### src/rtl/fp16_convert_arbiter.sv
// Round-robin sharing of one uint8.12->fp16 converter between NUM_REQ requesters,
// with credit-based issue into an output FIFO. Define FP16_ARB_STATS_EN for issue/stall counters.

module uint8_12_to_fp16_converter (
  input  logic        clk_i,
  input  logic        rst_i,
  input  logic        valid_i,
  input  logic [19:0] data_i,
  output logic        valid_o,
  output logic [15:0] fp16_o
);
  logic [4:0]  w_pos;
  logic        w_nz;
  logic [19:0] w_shift;
  logic [15:0] w_fp;

  // Leading-one position sets the exponent (bias 15, binary point at bit 12 -> pos+3).
  always_comb begin
    w_pos = '0;
    w_nz  = 1'b0;
    for (int unsigned i = 0; i < 20; i++) begin
      if (data_i[i]) begin
        w_pos = 5'(i);
        w_nz  = 1'b1;
      end
    end
    w_shift = data_i << (5'd19 - w_pos);
    w_fp    = w_nz ? {1'b0, w_pos + 5'd3, 10'(w_shift >> 9)} : '0;
  end

  always_ff @(posedge clk_i) begin
    if (rst_i) valid_o <= 1'b0;
    else       valid_o <= valid_i;
    fp16_o <= w_fp;
  end
endmodule

module fp16_convert_arbiter #(
  parameter  int NUM_REQ    = 4,
  parameter  int FIFO_DEPTH = 4,
  localparam int ID_WIDTH   = $clog2(NUM_REQ)
) (
  input  logic                  clk_i,
  input  logic                  rst_i,
  input  logic [NUM_REQ*20-1:0] req_data_i,
  input  logic [NUM_REQ-1:0]    req_valid_i,
  output logic [NUM_REQ-1:0]    req_ready_o,
  output logic [15:0]           fp16_o,
  output logic [ID_WIDTH-1:0]   id_o,
  output logic                  valid_o,
  input  logic                  ready_i
`ifdef FP16_ARB_STATS_EN
  ,
  output logic [31:0]           issue_count_o,
  output logic [31:0]           credit_stall_count_o
`endif
);
  localparam int PW = (FIFO_DEPTH > 1) ? $clog2(FIFO_DEPTH) : 1;
  localparam int CW = $clog2(FIFO_DEPTH + 1);

  logic [ID_WIDTH-1:0] r_rr_ptr, r_id_pipe, w_gnt_idx;
  logic [ID_WIDTH:0]   w_cand;
  logic                w_gnt_found, w_credit, w_xfer;
  logic [19:0]         w_sel_data;
  logic                w_conv_valid;
  logic [15:0]         w_conv_fp16;

  logic [ID_WIDTH+15:0] r_mem [FIFO_DEPTH];
  logic [PW-1:0]        r_wptr, r_rptr;
  logic [CW-1:0]        r_count;
  logic                 w_push, w_pop;

  // The converter's valid output is exactly the "accepted last cycle" in-flight flag.
  assign w_credit = (32'(r_count) + 32'(w_conv_valid)) < 32'(FIFO_DEPTH);

  always_comb begin
    w_gnt_found = 1'b0;
    w_gnt_idx   = '0;
    w_cand      = '0;
    for (int unsigned i = 0; i < NUM_REQ; i++) begin
      w_cand = {1'b0, r_rr_ptr} + (ID_WIDTH+1)'(i);
      if (w_cand >= (ID_WIDTH+1)'(NUM_REQ)) w_cand = w_cand - (ID_WIDTH+1)'(NUM_REQ);
      if (!w_gnt_found && req_valid_i[ID_WIDTH'(w_cand)]) begin
        w_gnt_found = 1'b1;
        w_gnt_idx   = ID_WIDTH'(w_cand);
      end
    end
    w_xfer      = w_gnt_found && w_credit && !rst_i;
    req_ready_o = '0;
    if (w_xfer) req_ready_o[w_gnt_idx] = 1'b1;
    w_sel_data  = req_data_i[32'(w_gnt_idx)*20 +: 20];
  end

  uint8_12_to_fp16_converter u_conv (
    .clk_i   (clk_i),
    .rst_i   (rst_i),
    .valid_i (w_xfer),
    .data_i  (w_sel_data),
    .valid_o (w_conv_valid),
    .fp16_o  (w_conv_fp16)
  );

  always_ff @(posedge clk_i) begin
    if (rst_i) begin
      r_rr_ptr <= '0;
    end else if (w_xfer) begin
      r_rr_ptr <= (w_gnt_idx == ID_WIDTH'(NUM_REQ - 1)) ? '0 : w_gnt_idx + 1'b1;
    end
    if (w_xfer) r_id_pipe <= w_gnt_idx;
  end

  assign valid_o = (r_count != '0);
  assign w_push  = w_conv_valid;
  assign w_pop   = valid_o && ready_i;
  assign {id_o, fp16_o} = r_mem[r_rptr];

  always_ff @(posedge clk_i) begin
    if (w_push) r_mem[r_wptr] <= {r_id_pipe, w_conv_fp16};
    if (rst_i) begin
      r_wptr  <= '0;
      r_rptr  <= '0;
      r_count <= '0;
    end else begin
      if (w_push) r_wptr <= (r_wptr == PW'(FIFO_DEPTH - 1)) ? '0 : r_wptr + 1'b1;
      if (w_pop)  r_rptr <= (r_rptr == PW'(FIFO_DEPTH - 1)) ? '0 : r_rptr + 1'b1;
      case ({w_push, w_pop})
        2'b10:   r_count <= r_count + 1'b1;
        2'b01:   r_count <= r_count - 1'b1;
        default: r_count <= r_count;
      endcase
    end
  end

`ifdef FP16_ARB_STATS_EN
  always_ff @(posedge clk_i) begin
    if (rst_i) begin
      issue_count_o        <= '0;
      credit_stall_count_o <= '0;
    end else begin
      if (w_xfer) issue_count_o <= issue_count_o + 1'b1;
      if ((|req_valid_i) && !w_credit) credit_stall_count_o <= credit_stall_count_o + 1'b1;
    end
  end
`endif
endmodule

### config.mk
export PLATFORM = sky130hd
export DESIGN_NAME = fp16_convert_arbiter
export DESIGN_NICKNAME = d
export VERILOG_FILES = /design/src/rtl/fp16_convert_arbiter.sv
export SDC_FILE = /design/constraint.sdc
export NUM_CORES = 1
export LEC_CHECK = 0
export ABC_AREA = 1
export CORE_MARGIN = 3
export CORE_UTILIZATION = 58
export CTS_CLUSTER_DIAMETER = 100
export CTS_CLUSTER_SIZE = 40
export DETAILED_ROUTE_END_ITERATION = 7
export PLACE_DENSITY = 0.87
export SETUP_SLACK_MARGIN = 0.05
export SYNTH_ARGS = -nofsm -noshare
export SYNTH_HDL_FRONTEND = slang
export SYNTH_HIERARCHICAL = 1
export SYNTH_SLANG_ARGS = --single-unit
### constraint.sdc
create_clock -name clk_i -period 10.4 [get_ports clk_i]
set_input_delay 1.04 -clock clk_i [delete_from_list [all_inputs] [get_ports clk_i]]
set_output_delay 1.04 -clock clk_i [all_outputs]
set_load 0.01 [all_outputs]
==> out/metrics.cfg, run 1 <==
[critical_path]
path_class=in2reg
arrival_ns=6.37
critPathMaxStageDelay_ns=0.75
cp_slowest_cell=nand3_4
cpMostUsedCell=nand2_1
crit_family=simple AND/OR/NAND/NOR gates
critPathBufInv=6
start_kind=input port
worstSetupEndpointType=register
cp_cell_sequence=clkdlybuf4s50_1 -> inv_1 -> nand2_1 -> nand3_1 -> nand2_1 -> nor2_2 -> nand3_2 -> nand3_4 -> nand2_1 -> nand3_1 -> nand2_1 -> inv_2 -> nand2_1 -> nor3_2 -> inv_1 -> a21oi_2 -> ha_1 -> inv_1 -> nor2_1 -> nand3_1 -> nand2_1 -> inv_1 -> a21oi_1
cp.required_ns=10.69
crit_path_max_fanout=44

[logic_synthesis]
synth-seq-area-share_pct=44.71
synthesis.nets=925
yosysWarnings=6
yosysTopAreaCell=edfxtp_1
synth_cells=827
synth_area_leaders=edfxtp_1 (36%), nand2_1 (11%), nand3_1 (11%), dfxtp_1 (8.7%), inv_1 (8.6%)
synth.avg_cell_area_um2=7.472
synth_edf_count=74
synth_top_area_share_pct=35.96
ys.flop_type=edfxtp_1
synth_common_cells=nand2_1 (184), inv_1 (141), nand3_1 (132), edfxtp_1 (74), nor2_1 (62)
async_flop_share_pct=0
synth_most_common_cell=nand2_1
synth.distinct_cells=34
ys_ff_latch=101
synth_area_um2=6180

[grt]
antenna_found_initial=0
grt_start_max_net_pins=45
grt_pass1_vias=5283
grt_pass1_wl_mm=24.37
grt_usage_pct=25.95
gr-total-overflow=0

[floorplan]
fp.dieH_um=109.2
row_count=37
io_pins=110
start_util_pct=59.86
dieArea_um2=11930
core_um2=10320
die_x_um=109.2

[drt]
drtAntennaViolNets=0
highest_layer=met4
met3WireLength_mm=1.040
wl_met1_mm=6.034
drt_iter0_markers=452
vias_per_cell=5.461
met2_length_mm=7.374
vias=5734
finalWirelength_mm=14.98
wl_per_cell_um=14.27
drc=0
firstDrtPassIters=5

[worst_hold_path]
hold_class=reg2reg

[flow_run]
cap_violations=0

[clock_network]
cts_resized=0
cts_tree=done
cts_htree_levels=3
cts.clk_slew.worst_paths_ns=0.09
post_cts_buffers=0
cts_sinks=101
cts_buffer_depth=2
cts_hold_buffers=0
cts-root-buf=clkbuf_8
clk_latency_ns=0.37
numCtsBuffers=9

[final_layout]
drive_gt1_share_pct=3.720
fillers=835
diodes=0
nNetsFinal=1007
synthToLayoutAreaGrowth_pct=19.62
fin_cells=1050
design_area_um2=7392

[sta]
fin_crit_sh_pct=58.43
rsz0062_at_grt=false
fmax_ghz=0.1646
skew_ns=0.01193
holdWs_ns=0.4780
setup_viol=0
period_minus_slack_ns=6.077
maxSlewHeadroom_pct=38.97
timing_hold_violations_final=0
fin_setup_tns_ns=0
worst_pin_slew_ns=0.9098
final_max_slew_viol_count=0

[placement]
port_buffers=109
dp.cells=1034
hpwl_mm=10.91
gp_congestion=0.9637
place_area_um2=7232

[outcome]
status=finished clean

==> flip-flops by register name, summed over array words and instances (netlist names), named ones only <==
name	flops
r_id_pipe	2
u_conv/fp16_o	15
r_rr_ptr	2
r_count	3
u_conv/valid_o	1
r_rptr	2
r_wptr	2
r_mem	72
==> layout make-up <==
| cell class | count | area, um^2 | area share, % |
|---|---|---|---|
| tap | 136 | 170.2 | 2.302 |
| sequential | 101 | 2763 | 37.37 |
| clock buffer | 12 | 135.1 | 1.828 |
| inverter | 148 | 555.5 | 7.515 |
| multi-input combinational | 536 | 2623 | 35.48 |
| clock inverter | 4 | 25.02 | 0.3385 |
| timing repair buffer | 113 | 1121 | 15.17 |
==> per-stage QoR <==
step	utilization [%]	setup slack, ns
global placement	70.05	4.243
global route	71.60	3.732
detailed placement	70.05	4.128
floorplan	-	6.288
CTS	71.60	4.508
finish	71.60	4.323
==> cells by family (layout without fill, tap and decap cells) <==
kind of cell | count (synthesis) | in the layout | share of synthesized area, %
XOR/XNOR | 3 | 3 | 0.4253
flip-flops | 101 | 101 | 44.71
other | 1 | 1 | 0.06068
adder cells (fa/ha/maj) | 11 | 11 | 2.349
AND/OR/NAND/NOR | 434 | 434 | 31.93
buffers and inverters | 190 | 277 | 12.86
AO/OA/AOI/OAI | 87 | 87 | 7.674
==> placed cells by master, fill, tap and decap left out, drive strengths merged, types with 10 or more instances in the layout <==
master	n
nand4	41
clkbuf	12
inv	147
dfxtp	27
a21oi	19
o21ai	47
edfxtp	74
ha	10
nor2	63
nand3	136
nand2	187
clkdlybuf4s50	109
o22ai	18
==> metal layers <==
metal,vias to the layer above,global-route usage (%)
li1,2891,-
met1,2560,31.26
met2,243,45.00
met3,40,4.973
met4,0,11.67
met5,-,0
==> worst reg2reg max path, cell delays in order, from the launching register on <==
cell and delay [ns]:
dfxtp_1 0.57, inv_2 0.16, nand2_1 0.09, nand2_1 0.10, nand2_1 0.08, nand2_1 0.06, nor2_2 0.12, nand3_2 0.68
nand3_4 0.77, nand2_1 0.12, nand3_1 0.09, nand2_1 0.10, inv_2 0.26, nand2_1 0.13, nor3_2 0.28, inv_1 0.12
a21oi_2 0.51, ha_1 0.34, inv_1 0.19, nor2_1 0.41, nand3_1 0.15, nand2_1 0.09, inv_1 0.04, a21oi_1 0.12
==> path summary, 6_finish.rpt <==
path,from,end,slack (ns),depth (start not counted)
worst max-delay path,req_valid_i[3],u_conv/fp16_o[5]$_SDFF_PP0_,4.32,23
worst min-delay path,u_conv/fp16_o[9]$_SDFF_PN0_,r_mem[2][9]$_DFFE_PP_,0.48,0
worst max register to register,r_rr_ptr[0]$_SDFFE_PP0P_,u_conv/fp16_o[5]$_SDFF_PP0_,4.76,23
worst min register to register,u_conv/fp16_o[9]$_SDFF_PN0_,r_mem[2][9]$_DFFE_PP_,0.48,0
Power of run 1 is not shown: default switching activity piles up to over one toggle a cycle in this logic, so the estimate is an artifact.
==> run 2, diff against run 1 <==
CORE_UTILIZATION = 54   (was 58)
PLACE_DENSITY = 0.82   (was 0.87)
clock period = 6.2 ns   (was 10.4 ns; I/O delays follow)
==> run 2 against run 1 <==
Effect of this change: register-to-register slack got worse by 2.9 ns; routed wire length increased by 2.6%; utilization decreased by 3.4 points; highest routed layer unchanged; clock skew decreased by 0.0070 ns; sequential cell count unchanged; cell area increased by 1.8%; setup slack got worse by 2.5 ns; via count decreased by 0.92%; sequential share of layout area decreased by 0.68 points; hold slack improved by 0.0039 ns.
==> out/metrics.cfg, run 2 (same netlist as run 1, synthesis figures left out) <==
[drt]
drt_iter0_markers=491  ; +8.6%
finalWirelength_mm=15.37  ; +2.6%
vias=5681  ; -0.92%
vias_per_cell=5.375  ; -1.6%
firstDrtPassIters=5  ; unchanged
drc=0  ; unchanged
drtAntennaViolNets=0  ; unchanged
wl_per_cell_um=14.54  ; +2.0%

[critical_path]
crit_family=simple AND/OR/NAND/NOR gates
worstSetupEndpointType=register
cp_cell_sequence=clkdlybuf4s50_1 -> inv_1 -> nand2_1 -> nand3_1 -> nand2_1 -> nor2_2 -> nand3_1 -> nand3_2 -> inv_2 -> nand3_1 -> nand2_1 -> inv_2 -> nand2_1 -> nor3_2 -> inv_1 -> a21oi_2 -> buf_4 -> inv_2 -> ha_1 -> xor2_1 -> nand2_1 -> inv_1 -> nand3_1 -> nand2_1
critPathBufInv=8  ; +2
cpMostUsedCell=nand2_1
critPathMaxStageDelay_ns=0.43  ; -0.32 ns
arrival_ns=4.61  ; -1.76 ns
crit_path_max_fanout=21  ; -52%
cp_slowest_cell=clkdlybuf4s50_1
cp.required_ns=6.43  ; -4.26 ns
start_kind=input port
path_class=in2reg

[outcome]
status=finished clean

[clock_network]
cts-root-buf=clkbuf_16
cts_tree=done
cts_sinks=101  ; unchanged
post_cts_buffers=0  ; unchanged
clk_latency_ns=0.34  ; -0.03 ns
cts_hold_buffers=0  ; unchanged
cts_htree_levels=3  ; unchanged
cts_buffer_depth=2  ; unchanged
numCtsBuffers=9  ; unchanged
cts_resized=0  ; unchanged
cts.clk_slew.worst_paths_ns=0.06  ; -0.03 ns

[worst_hold_path]
hold_class=reg2reg

[sta]
fmax_ghz=0.2287
setup_viol=0  ; unchanged
period_minus_slack_ns=4.373
fin_crit_sh_pct=70.53
finalWorstSetupSlack_ns=1.827  ; -2.496 ns
fin_setup_tns_ns=0  ; unchanged
rsz0062_at_grt=false
timing_hold_violations_final=0  ; unchanged
skew_ns=0.004950  ; -0.006975 ns
maxSlewHeadroom_pct=39.56  ; +0.59 points
final_max_slew_viol_count=0  ; unchanged
worst_pin_slew_ns=0.9010  ; -0.008848 ns

[final_layout]
ff_latch_area_um2=2763  ; unchanged
synthToLayoutAreaGrowth_pct=21.83
fillers=901  ; +7.9%
diodes=0  ; unchanged
reg.largest.list=r_mem x72, u_conv/fp16_o x15, r_count x3
design_area_um2=7528  ; +1.8%
largest_reg_flops=72  ; unchanged
drive_gt1_share_pct=4.253  ; +0.53 points
final_common_cell=nand2_1
top_register=r_mem
multi_input_area_um2=2623  ; unchanged
nNetsFinal=1010  ; +0.30%
mostFrequentLayoutCells=nand2_1 (184), inv_1 (141), nand3_1 (132)

[floorplan]
start_util_pct=56.02  ; -3.8 points
fp.dieH_um=113.0  ; +3.4%
die_x_um=113.0  ; +3.4%
core_um2=11030  ; +6.8%
dieArea_um2=12760  ; +7.0%
row_count=38  ; +2.7%
io_pins=110  ; unchanged

[grt]
grt_pass1_vias=5402  ; +2.3%
grt_pass1_wl_mm=25.67  ; +5.3%
grt_usage_pct=24.78  ; -1.2 points
gr-total-overflow=0  ; unchanged
antenna_found_initial=0  ; unchanged
grt_start_max_net_pins=45  ; unchanged

[placement]
place_area_um2=7259  ; +0.38%
dp_slack_ns=1.527  ; -2.601 ns
gp_congestion=1.003  ; +4.1%
port_buffers=109  ; unchanged
hpwl_mm=11.26  ; +3.2%

[flow_run]
cap_violations=0  ; unchanged

-- run 2: through the flow --
| stage | utilization, % | hold slack [ns] | std cells |
|---|---|---|---|
| after floorplan | - | 0.4383 | 827 |
| after global placement | 65.81 | 0.4576 | 1041 |
| after detailed placement | 65.81 | 0.4659 | 1041 |
| after CTS | 68.25 | 0.4796 | 1057 |
| after global routing | 68.25 | 0.5027 | 1057 |
| final | 68.25 | 0.4820 | 1057 |
-- run 2: worst paths after layout --
| path | start | end | slack [ns] | cells past startpoint |
|---|---|---|---|---|
| worst min-delay path | u_conv/fp16_o[8]$_SDFF_PN0_ | r_mem[3][8]$_DFFE_PP_ | 0.48 | 0 |
| worst min register to register | u_conv/fp16_o[8]$_SDFF_PN0_ | r_mem[3][8]$_DFFE_PP_ | 0.48 | 0 |
| worst max register to register | r_rr_ptr[0]$_SDFFE_PP0P_ | u_conv/fp16_o[9]$_SDFF_PN0_ | 1.88 | 24 |
| worst max-delay path | req_valid_i[1] | u_conv/fp16_o[9]$_SDFF_PN0_ | 1.83 | 24 |
-- run 2: layer usage --
layer,routed length [um],global-route usage (%)
met5,0,0
met4,531,10.82
met3,757,3.743
met2,7472,41.35
met1,6611,32.10
-- run 2: cell type report --
type | instances | area share (%)
sequential | 101 | 36.70
multi-input combinational | 536 | 34.83
timing repair buffer | 116 | 15.19
inverter | 148 | 7.379
clock buffer | 10 | 3.041
tap | 140 | 2.327
clock inverter | 6 | 0.5318
-- run 2: worst register-to-register path: stages (launching register included) --
cell and delay, ns:
dfxtp_1 0.57, inv_2 0.16, nand2_1 0.10, nand2_1 0.09
nand2_1 0.08, nand2_1 0.06, nor2_2 0.14, nand3_1 0.12
nand3_2 0.27, inv_2 0.22, nand3_1 0.14, nand2_1 0.08
inv_2 0.26, nand2_1 0.14, nor3_2 0.26, inv_1 0.11
a21oi_2 0.14, buf_4 0.22, inv_2 0.14, ha_1 0.23
xor2_1 0.18, nand2_1 0.25, inv_1 0.11, nand3_1 0.10
nand2_1 0.06
Power of run 2 is left out for the same reason.
